**config.mk**
```make
export PLATFORM = sky130hd
export DESIGN_NAME = crc16_engine
export DESIGN_NICKNAME = d
export VERILOG_FILES = /design/src/rtl/crc16_pkg.sv /design/src/rtl/crc16_bit_step.sv /design/src/rtl/crc16_engine.sv
export SDC_FILE = /design/constraint.sdc
export NUM_CORES = 1
export LEC_CHECK = 0
export ABC_AREA = 1
export CAP_MARGIN = 15
export CORE_ASPECT_RATIO = 1.25
export CORE_MARGIN = 2
export CORE_UTILIZATION = 52
export DETAILED_ROUTE_END_ITERATION = 16
export HOLD_SLACK_MARGIN = 0.06
export PLACE_DENSITY = 0.94
export SKIP_CTS_REPAIR_TIMING = 1
export SYNTH_ARGS = -nofsm -noshare
export SYNTH_HDL_FRONTEND = slang
export SYNTH_SLANG_ARGS = --single-unit
```
**constraint.sdc**
```tcl
create_clock -name clk -period 3.24 [get_ports clk]
set_input_delay 0.972 -clock clk [delete_from_list [all_inputs] [get_ports clk]]
set_output_delay 0.972 -clock clk [all_outputs]
set_load 0.005 [all_outputs]
```
**src/rtl/crc16_pkg.sv**
```systemverilog
// Shared constants, status-word layout and the single-bit CRC step for the crc16 engine.
// The parallel fold is selected by the CRC16_PARALLEL_EN macro in crc16_engine.
package crc16_pkg;

  localparam logic [15:0] CRC16_POLY  = 16'h1021;
  localparam logic [15:0] CRC16_INIT  = 16'hFFFF;
  localparam logic [15:0] CRC16_CHECK = 16'h29B1;

  localparam int STAT_READY   = 0;
  localparam int STAT_BUSY    = 1;
  localparam int STAT_OVR     = 2;
  localparam int STAT_CNT_LSB = 16;

  localparam logic [3:0] CRC16_BITS_PER_BYTE = 4'd8;

  typedef enum logic {
    CRC_IDLE  = 1'b0,
    CRC_SHIFT = 1'b1
  } crc_state_e;

  // One MSB-first shift of the CRC register with the incoming data bit.
  function automatic logic [15:0] crc16_step(input logic [15:0] crc,
                                             input logic        data_bit,
                                             input logic [15:0] poly);
    crc16_step = {crc[14:0], 1'b0} ^ (((crc[15] ^ data_bit) == 1'b1) ? poly : 16'h0000);
  endfunction

endpackage

```
**src/rtl/crc16_bit_step.sv**
```systemverilog
// Combinational single-bit CRC-16 step; chained 8 times for the parallel byte fold.
module crc16_bit_step
  import crc16_pkg::*;
#(
  parameter logic [15:0] POLY = CRC16_POLY
) (
  input  logic [15:0] crc_in,
  input  logic        data_bit,
  output logic [15:0] crc_out
);

  // Feedback shift against the generator polynomial.
  always_comb begin
    crc_out = crc16_step(crc_in, data_bit, POLY);
  end

endmodule

```
**src/rtl/crc16_engine.sv**
```systemverilog
// CRC-16/CCITT-FALSE engine fed one byte per crc_feed pulse, bit-serial by default.
// Define CRC16_PARALLEL_EN to fold each byte in a single clock instead.
module crc16_engine
  import crc16_pkg::*;
#(
  parameter logic [15:0] POLY = CRC16_POLY,
  parameter logic [15:0] INIT = CRC16_INIT
) (
  input  logic        clk,
  input  logic        rst_n,
  input  logic        crc_init,
  input  logic        crc_feed,
  input  logic [7:0]  crc_byte,
  output logic        crc_busy,
  output logic [15:0] crc_value,
  output logic [31:0] stat_out
);

  logic [15:0] crc_r;
  logic [15:0] byte_count_r;
  logic        overrun_s;
  logic        busy_s;
  logic [31:0] stat_s;

`ifdef CRC16_PARALLEL_EN

  logic [15:0] chain_s [0:8];

  // An init in the same cycle as a feed folds the byte against INIT.
  assign chain_s[0] = crc_init ? INIT : crc_r;

  genvar gi;
  generate
    for (gi = 0; gi < 8; gi++) begin : g_fold
      crc16_bit_step #(.POLY(POLY)) u_step (
        .crc_in   (chain_s[gi]),
        .data_bit (crc_byte[7 - gi]),
        .crc_out  (chain_s[gi + 1])
      );
    end
  endgenerate

  // CRC register and byte counter for the single-cycle fold.
  always_ff @(posedge clk) begin
    if (!rst_n) begin
      crc_r        <= INIT;
      byte_count_r <= 16'd0;
    end else if (crc_feed) begin
      crc_r        <= chain_s[8];
      byte_count_r <= crc_init ? 16'd1 : (byte_count_r + 16'd1);
    end else if (crc_init) begin
      crc_r        <= INIT;
      byte_count_r <= 16'd0;
    end else begin
      crc_r        <= crc_r;
      byte_count_r <= byte_count_r;
    end
  end

  assign overrun_s = 1'b0;
  assign busy_s    = crc_feed;

`else

  logic [7:0]  shift_r;
  logic [3:0]  bit_cnt_r;
  logic        overrun_r;
  logic [15:0] step_s;
  crc_state_e  state_s;

  crc16_bit_step #(.POLY(POLY)) u_step (
    .crc_in   (crc_r),
    .data_bit (shift_r[7]),
    .crc_out  (step_s)
  );

  // The engine is idle exactly when no bits of the current byte remain.
  always_comb begin
    if (bit_cnt_r == 4'd0) begin
      state_s = CRC_IDLE;
    end else begin
      state_s = CRC_SHIFT;
    end
  end

  // Byte acceptance, bit-serial shifting, init/abort and sticky overrun.
  always_ff @(posedge clk) begin
    if (!rst_n) begin
      crc_r        <= INIT;
      shift_r      <= 8'h00;
      bit_cnt_r    <= 4'd0;
      byte_count_r <= 16'd0;
      overrun_r    <= 1'b0;
    end else if (crc_init) begin
      crc_r     <= INIT;
      overrun_r <= 1'b0;
      if (crc_feed) begin
        shift_r      <= crc_byte;
        bit_cnt_r    <= CRC16_BITS_PER_BYTE;
        byte_count_r <= 16'd1;
      end else begin
        shift_r      <= 8'h00;
        bit_cnt_r    <= 4'd0;
        byte_count_r <= 16'd0;
      end
    end else begin
      case (state_s)
        CRC_IDLE: begin
          if (crc_feed) begin
            shift_r      <= crc_byte;
            bit_cnt_r    <= CRC16_BITS_PER_BYTE;
            byte_count_r <= byte_count_r + 16'd1;
          end
        end
        CRC_SHIFT: begin
          crc_r     <= step_s;
          shift_r   <= {shift_r[6:0], 1'b0};
          bit_cnt_r <= bit_cnt_r - 4'd1;
          // A byte offered mid-shift is dropped and flagged.
          if (crc_feed) begin
            overrun_r <= 1'b1;
          end
        end
        default: begin
          bit_cnt_r <= 4'd0;
        end
      endcase
    end
  end

  assign overrun_s = overrun_r;
  assign busy_s    = crc_feed | (bit_cnt_r != 4'd0);

`endif

  // Read-only status word for the CPU bus.
  always_comb begin
    stat_s                        = 32'h0000_0000;
    stat_s[STAT_READY]            = ~busy_s;
    stat_s[STAT_BUSY]             = busy_s;
    stat_s[STAT_OVR]              = overrun_s;
    stat_s[STAT_CNT_LSB +: 16]    = byte_count_r;
  end

  assign crc_busy  = busy_s;
  assign crc_value = crc_r;
  assign stat_out  = stat_s;

endmodule
```
==> qor.txt, run 1 <==
DP HPWL -> 3330 um
Initial DRC Count -> 99
Async S/R FF share, synth -> 0
Post-synth EDFFs -> 0
Status -> finished clean
Post-synthesis simple-gate area fraction -> 0.318
Period utilization -> 0.959
TritonCTS Buffers -> 5
Crit path kind -> in2out
Final-stage net count -> 380
DRC -> 0
Count leader, synth -> nand2_1
Antenna Cells -> 0
Pins Over Slew Limit -> 0
Mean Syn Cell Area -> 7.08 sq um
Compound-Gate Fraction of Synth Area -> 0.0878
Top cells by area, synth -> dfxtp_1, nand2_1, buf_4
Placed cell count -> 416
Die area -> 5110 sq um
Cell count after synthesis -> 334
Site Rows -> 27
Worst R2R Path Depth -> 7
Fmax -> 322 MHz
DR pass1 iterations -> 4
Area share of fa/ha/maj cells after synthesis -> 0.0159
Vias in the first global route -> 1,938
Critical-path cell list -> clkdlybuf4s50_1 -> nor2_1 -> inv_1 -> clkdlybuf4s50_1
WP data required -> 2270 ps
Ratio of cells with drive above 1 in the final layout -> 0.0738
Critical-path maximum fanout -> 2
Skew final -> 7.22 ps
Worst r2r src -> bit_cnt_r[1]
Synth cell count leaders -> nand2_1, dfxtp_1, inv_1
Final hold vios -> 0
Worst Hold Class -> reg2reg
Worst skew pair latency -> 290 ps
Initial antenna violation count -> 0
Synthesis-to-finish area growth -> 19.4%
Port Buf Inserts -> 47
Grt met1 use -> 0.213
Synth top area share -> 0.381
# fillers -> 380
Total I/O pin count -> 61
RSZ-0062 raised after global routing -> false
Reg2Reg Setup Slack -> 1450 ps
Yosys reg bits -> 45
Die width -> 64.3 um
Tmin final -> 3110 ps
Xor and xnor area share after synthesis -> 0.0148
Post-Route Setup TNS -> 0 ps
GR met3 Demand/Resource -> 0.0465
Top_reg_cell synth -> dfxtp_1
Crit path largest cell delay -> 510 ps
CTS sink cnt -> 45
CORE AREA -> 4390 sq um
Largest net degree at the start of global routing -> 33
Gr usage total -> 0.192
VDD IR max -> 0.328 mV
Clk slew on worst S/H paths -> 80 ps
Met2 GRT Util -> 0.363
CP Launch Point -> crc_feed
P_leak -> 1.23 nW
CP arrival -> 2140 ps
Worst path slowest cell -> clkdlybuf4s50_1
Global placement routability congestion -> 0.776
CP Launch Type -> input pin
Post-Syn Area -> 2370 sq um
Htree depth -> 2
Count of cell types in the netlist -> 31
Final Non-Filler Cells -> 424
Via Count -> 2,097
PD cells -> 561 nW/um^2
Mux cell area share after synthesis -> 0
CP endpoint -> stat_out[1]
Main combinational cell family by area after synthesis -> simple AND/OR/NAND/NOR gates
MaxCap Viol Count -> 0
Cell taking the most area after synthesis -> dfxtp_1
Worst path most repeated cell -> clkdlybuf4s50_1
GR peak layer -> met2
WL per Instance -> 10.8 um
Total gr overflow -> 0
CTS root buf -> clkbuf_8
R2R Path End -> shift_r[3]
Multi-input gate area -> 1080 sq um
DIE HEIGHT -> 79.4 um
# setup viols final -> 0
First-pass GRT wire length -> 7910 um
Clock tree buffer depth -> 2
Initial Util -> 0.539
Drt via density -> 4.95
CTS tree -> done
Reg area -> 901 sq um
Final ANT Viol Nets -> 0
Final wirelength -> 4600 um
Sequential share of the synthesized area -> 0.381
Critical Path Sink Type -> output port
Synth warn -> 0
[final cells by class]
class                   count  area share
flip-flops and latches     45       0.319
inverters                  41      0.0554
multi-input cells         222       0.384
well taps                  58      0.0257
clock buffers               7      0.0306
repair buffers             50       0.175
clock inverters             1      0.0106
[flip-flops by register name, indices dropped and copies added, names as in the netlist]
signal and count:
overrun_r 1, shift_r 8, bit_cnt_r 4, crc_value 16, byte_count_r 16
[where the power goes]
| group | internal, W | switching [W] |
|---|---|---|
| clock | 0.000251 | 0.000180 |
| sequential | 0.000615 | 0.0000471 |
| combinational | 0.000202 | 0.000289 |
| total | 0.00107 | 0.000517 |
[cells in the final DEF (no fill, tap or decap), drive strengths merged, types with 3 or more instances in the layout]
cell,instances
xor2,4
inv,41
nand3,33
buf,3
clkbuf,7
a31oi,7
clkdlybuf4s50,47
dfxtp,45
ha,3
conb,13
nor2,30
nor3,6
nand2,94
o21ai,16
a21oi,10
[kinds of logic (layout without fill, tap and decap cells)]
group / Yosys count / in the layout
AND/OR/NAND/NOR: 165 / 165
buffers and inverters: 79 / 99
flip-flops: 45 / 45
AO/OA/AOI/OAI: 37 / 37
XOR/XNOR: 4 / 4
adder cells (fa/ha/maj): 3 / 3
other: 1 / 13
[per-layer routing]
metal / vias to the layer above / routed length [um]
met3: 4 / 223
met4: 0 / 35
met2: 70 / 2410
li1: 1073 / -
met5: - / 0
met1: 950 / 1930
[through the flow]
stage	utilization	total power (W)	area (sq um)	hold slack (ps)	setup WS [ps]
global placement	0.617	0.00114	2710	454	134
finish	0.643	0.00158	2820	490	133
CTS	0.643	0.00159	2820	494	103
detailed placement	0.617	0.00116	2710	480	104
floorplan	-	0.00106	2410	443	941
global route	0.643	0.00169	2820	521	79.0
[how the worst min path moves through the flow]
stage                               start              end  slack [ps]  cells after the start
after floorplan              bit_cnt_r[0]     bit_cnt_r[0]         440                      1
after global placement       bit_cnt_r[0]     bit_cnt_r[0]         450                      1
after detailed placement    crc_value[14]    crc_value[14]         480                      2
after CTS                 byte_count_r[6]  byte_count_r[6]         490                      2
after global routing        crc_value[10]    crc_value[11]         520                      2
final                       crc_value[14]    crc_value[14]         490                      2
[worst max-delay path: cells and delay by family]
kind | cells | cell delay, ps
buf+inv | 3 | 1090
simple gates | 1 | 60
Power figures use the tool's default switching activity.
==> inputs of run 2 (changes only) <==
- CORE_UTILIZATION: 52 -> 35
- PLACE_DENSITY: 0.94 -> 0.71
- SETUP_SLACK_MARGIN: unset -> 0.3
- SLEW_MARGIN: unset -> 25
==> run 2 against run 1 <==
Wire length up 2.6%. Hold slack worse by 5.8 ps. Setup slack gained 400 ps. Die area rose by 46%. Core utilization fell by 21 points. Flip-flop and latch count unchanged. Highest routed layer unchanged. Sequential share of layout area is 0.35 points lower.
==> qor.txt, run 2 (synthesis gave the netlist of run 1 again) <==
Worst r2r src -> bit_cnt_r[1]
Port Buf Inserts -> 47
WP data required -> 2270 ps
VDD IR max -> 0.191 mV
Largest net degree at the start of global routing -> 27
Reg2Reg Setup Slack -> 1410 ps
Final WS setup -> 534 ps
Gr usage total -> 0.136
Htree depth -> 2
PD cells -> 523 nW/um^2
CTS sink cnt -> 45
DIE HEIGHT -> 95.9 um
CTS root buf -> clkbuf_8
Die width -> 77.5 um
P_leak -> 1.24 nW
Final hold vios -> 0
DP HPWL -> 3490 um
Worst Hold Class -> reg2reg
Total gr overflow -> 0
Global placement routability congestion -> 0.830
Initial antenna violation count -> 0
Final-stage net count -> 382
CORE AREA -> 6570 sq um
CP Launch Type -> input pin
TritonCTS Buffers -> 5
Met2 GRT Util -> 0.260
Initial DRC Count -> 65
Critical Path Sink Type -> output port
DR pass1 iterations -> 4
Worst path top cell family by delay -> buffers and inverters
Final wirelength -> 4710 um
Clk slew on worst S/H paths -> 80 ps
P_sw -> 0.000524 W
Via Count -> 2,081
Sw Share -> 0.350
Antenna Cells -> 0
Site Rows -> 33
GR met3 Demand/Resource -> 0.0366
Critical-path cell list -> clkdlybuf4s50_1 -> nor2_2 -> inv_1 -> dlymetal6s2s_1
Most common cell after layout, fill and taps aside -> nand2_1
CP arrival -> 1730 ps
First-pass GRT wire length -> 8070 um
Flop pwr share -> 0.443
Final ANT Viol Nets -> 0
Period utilization -> 0.835
Synthesis-to-finish area growth -> 20.7%
Skew final -> 8.61 ps
Clock tree buffer depth -> 2
Die area -> 7440 sq um
Ratio of cells with drive above 1 in the final layout -> 0.0842
Hold Crit Start -> crc_value[10]
Sum of buffers and inverters on the critical path -> 3
Worst path slowest cell -> clkdlybuf4s50_1
Grt met1 use -> 0.143
MaxCap Viol Count -> 0
Status -> finished clean
Crit path kind -> in2out
Worst skew pair latency -> 300 ps
Total I/O pin count -> 61
Tmin final -> 2710 ps
Clock network fraction of total power -> 0.227
Fmax -> 370 MHz
Crit path largest cell delay -> 430 ps
Critical-path maximum fanout -> 2
CP Launch Point -> crc_feed
Post-Route Setup TNS -> 0 ps
DRC -> 0
Drt via density -> 4.57
Initial Util -> 0.360
Vias in the first global route -> 1,889
Place WS -> 132 ps
Most frequent cells in the layout -> nand2_1, dfxtp_1, clkdlybuf4s50_1, inv_1, nand3_1
Combinational Power Share -> 0.330
RSZ-0062 raised after global routing -> false
GR peak layer -> met2
Pins Over Slew Limit -> 0
Int Pwr -> 0.000971 W
# setup viols final -> 0
CTS tree -> done
WL per Instance -> 10.4 um
==> run 2: cell count changes in the layout (fill, tap and decap cells not counted), moves of 2 or more <==
| cell | change |
|---|---|
| buf_4 | +2 |
| clkdlybuf4s50_1 | -3 |
| clkinv_2 | +2 |
| dlymetal6s2s_1 | +3 |
==> run 2: stage by stage <==
step / std cells / util / hold slack (ps) / power (W) / area, sq um
global route: 455 / 0.435 / 524 / 0.00162 / 2860
detailed placement: 447 / 0.420 / 468 / 0.00118 / 2760
finish: 455 / 0.435 / 484 / 0.00149 / 2860
global placement: 447 / 0.420 / 463 / 0.00117 / 2760
floorplan: 346 / - / 443 / 0.00106 / 2410
CTS: 455 / 0.433 / 488 / 0.00152 / 2850
==> run 2: worst paths after layout <==
path	end	depth (start not counted)
max	stat_out[1]	4
min	crc_value[10]	2
max reg2reg	shift_r[3]	8
min reg2reg	crc_value[10]	2
==> run 2: power by group through the flow <==
| stage | Clock [W] | Sequential (W) | Combinational, W |
|---|---|---|---|
| after floorplan | 0 | 0.000663 | 0.000396 |
| after global placement | 0 | 0.000673 | 0.000495 |
| after detailed placement | 0 | 0.000675 | 0.000502 |
| after CTS | 0.000357 | 0.000663 | 0.000504 |
| after global routing | 0.000379 | 0.000671 | 0.000572 |
| final | 0.000339 | 0.000662 | 0.000494 |
==> run 2: area by class of cell <==
cell class | count | area (sq um)
Sequential cell | 45 | 901
Fill cell | 675 | 3710
Clock inverter | 3 | 17.5
Clock buffer | 5 | 68.8
Multi-Input combinational cell | 222 | 1090
Timing Repair Buffer | 52 | 515
Inverter | 41 | 156
Tap cell | 87 | 109
==> run 2: worst register-to-register path, delay by kind of cell (launching register included) <==
| family | cells | cell delay (ps) |
|---|---|---|
| flops | 1 | 320 |
| buf+inv | 3 | 600 |
| fa+ha+maj | 1 | 270 |
| simple gates | 2 | 260 |
| compound gates | 2 | 260 |
==> run 2: layer usage <==
metal,vias up,part of all wire,wire length (um)
met2,53,0.50,2330
met4,0,0.014,68
li1,1082,-,-
met5,-,0,0
met3,5,0.039,184
met1,941,0.45,2130
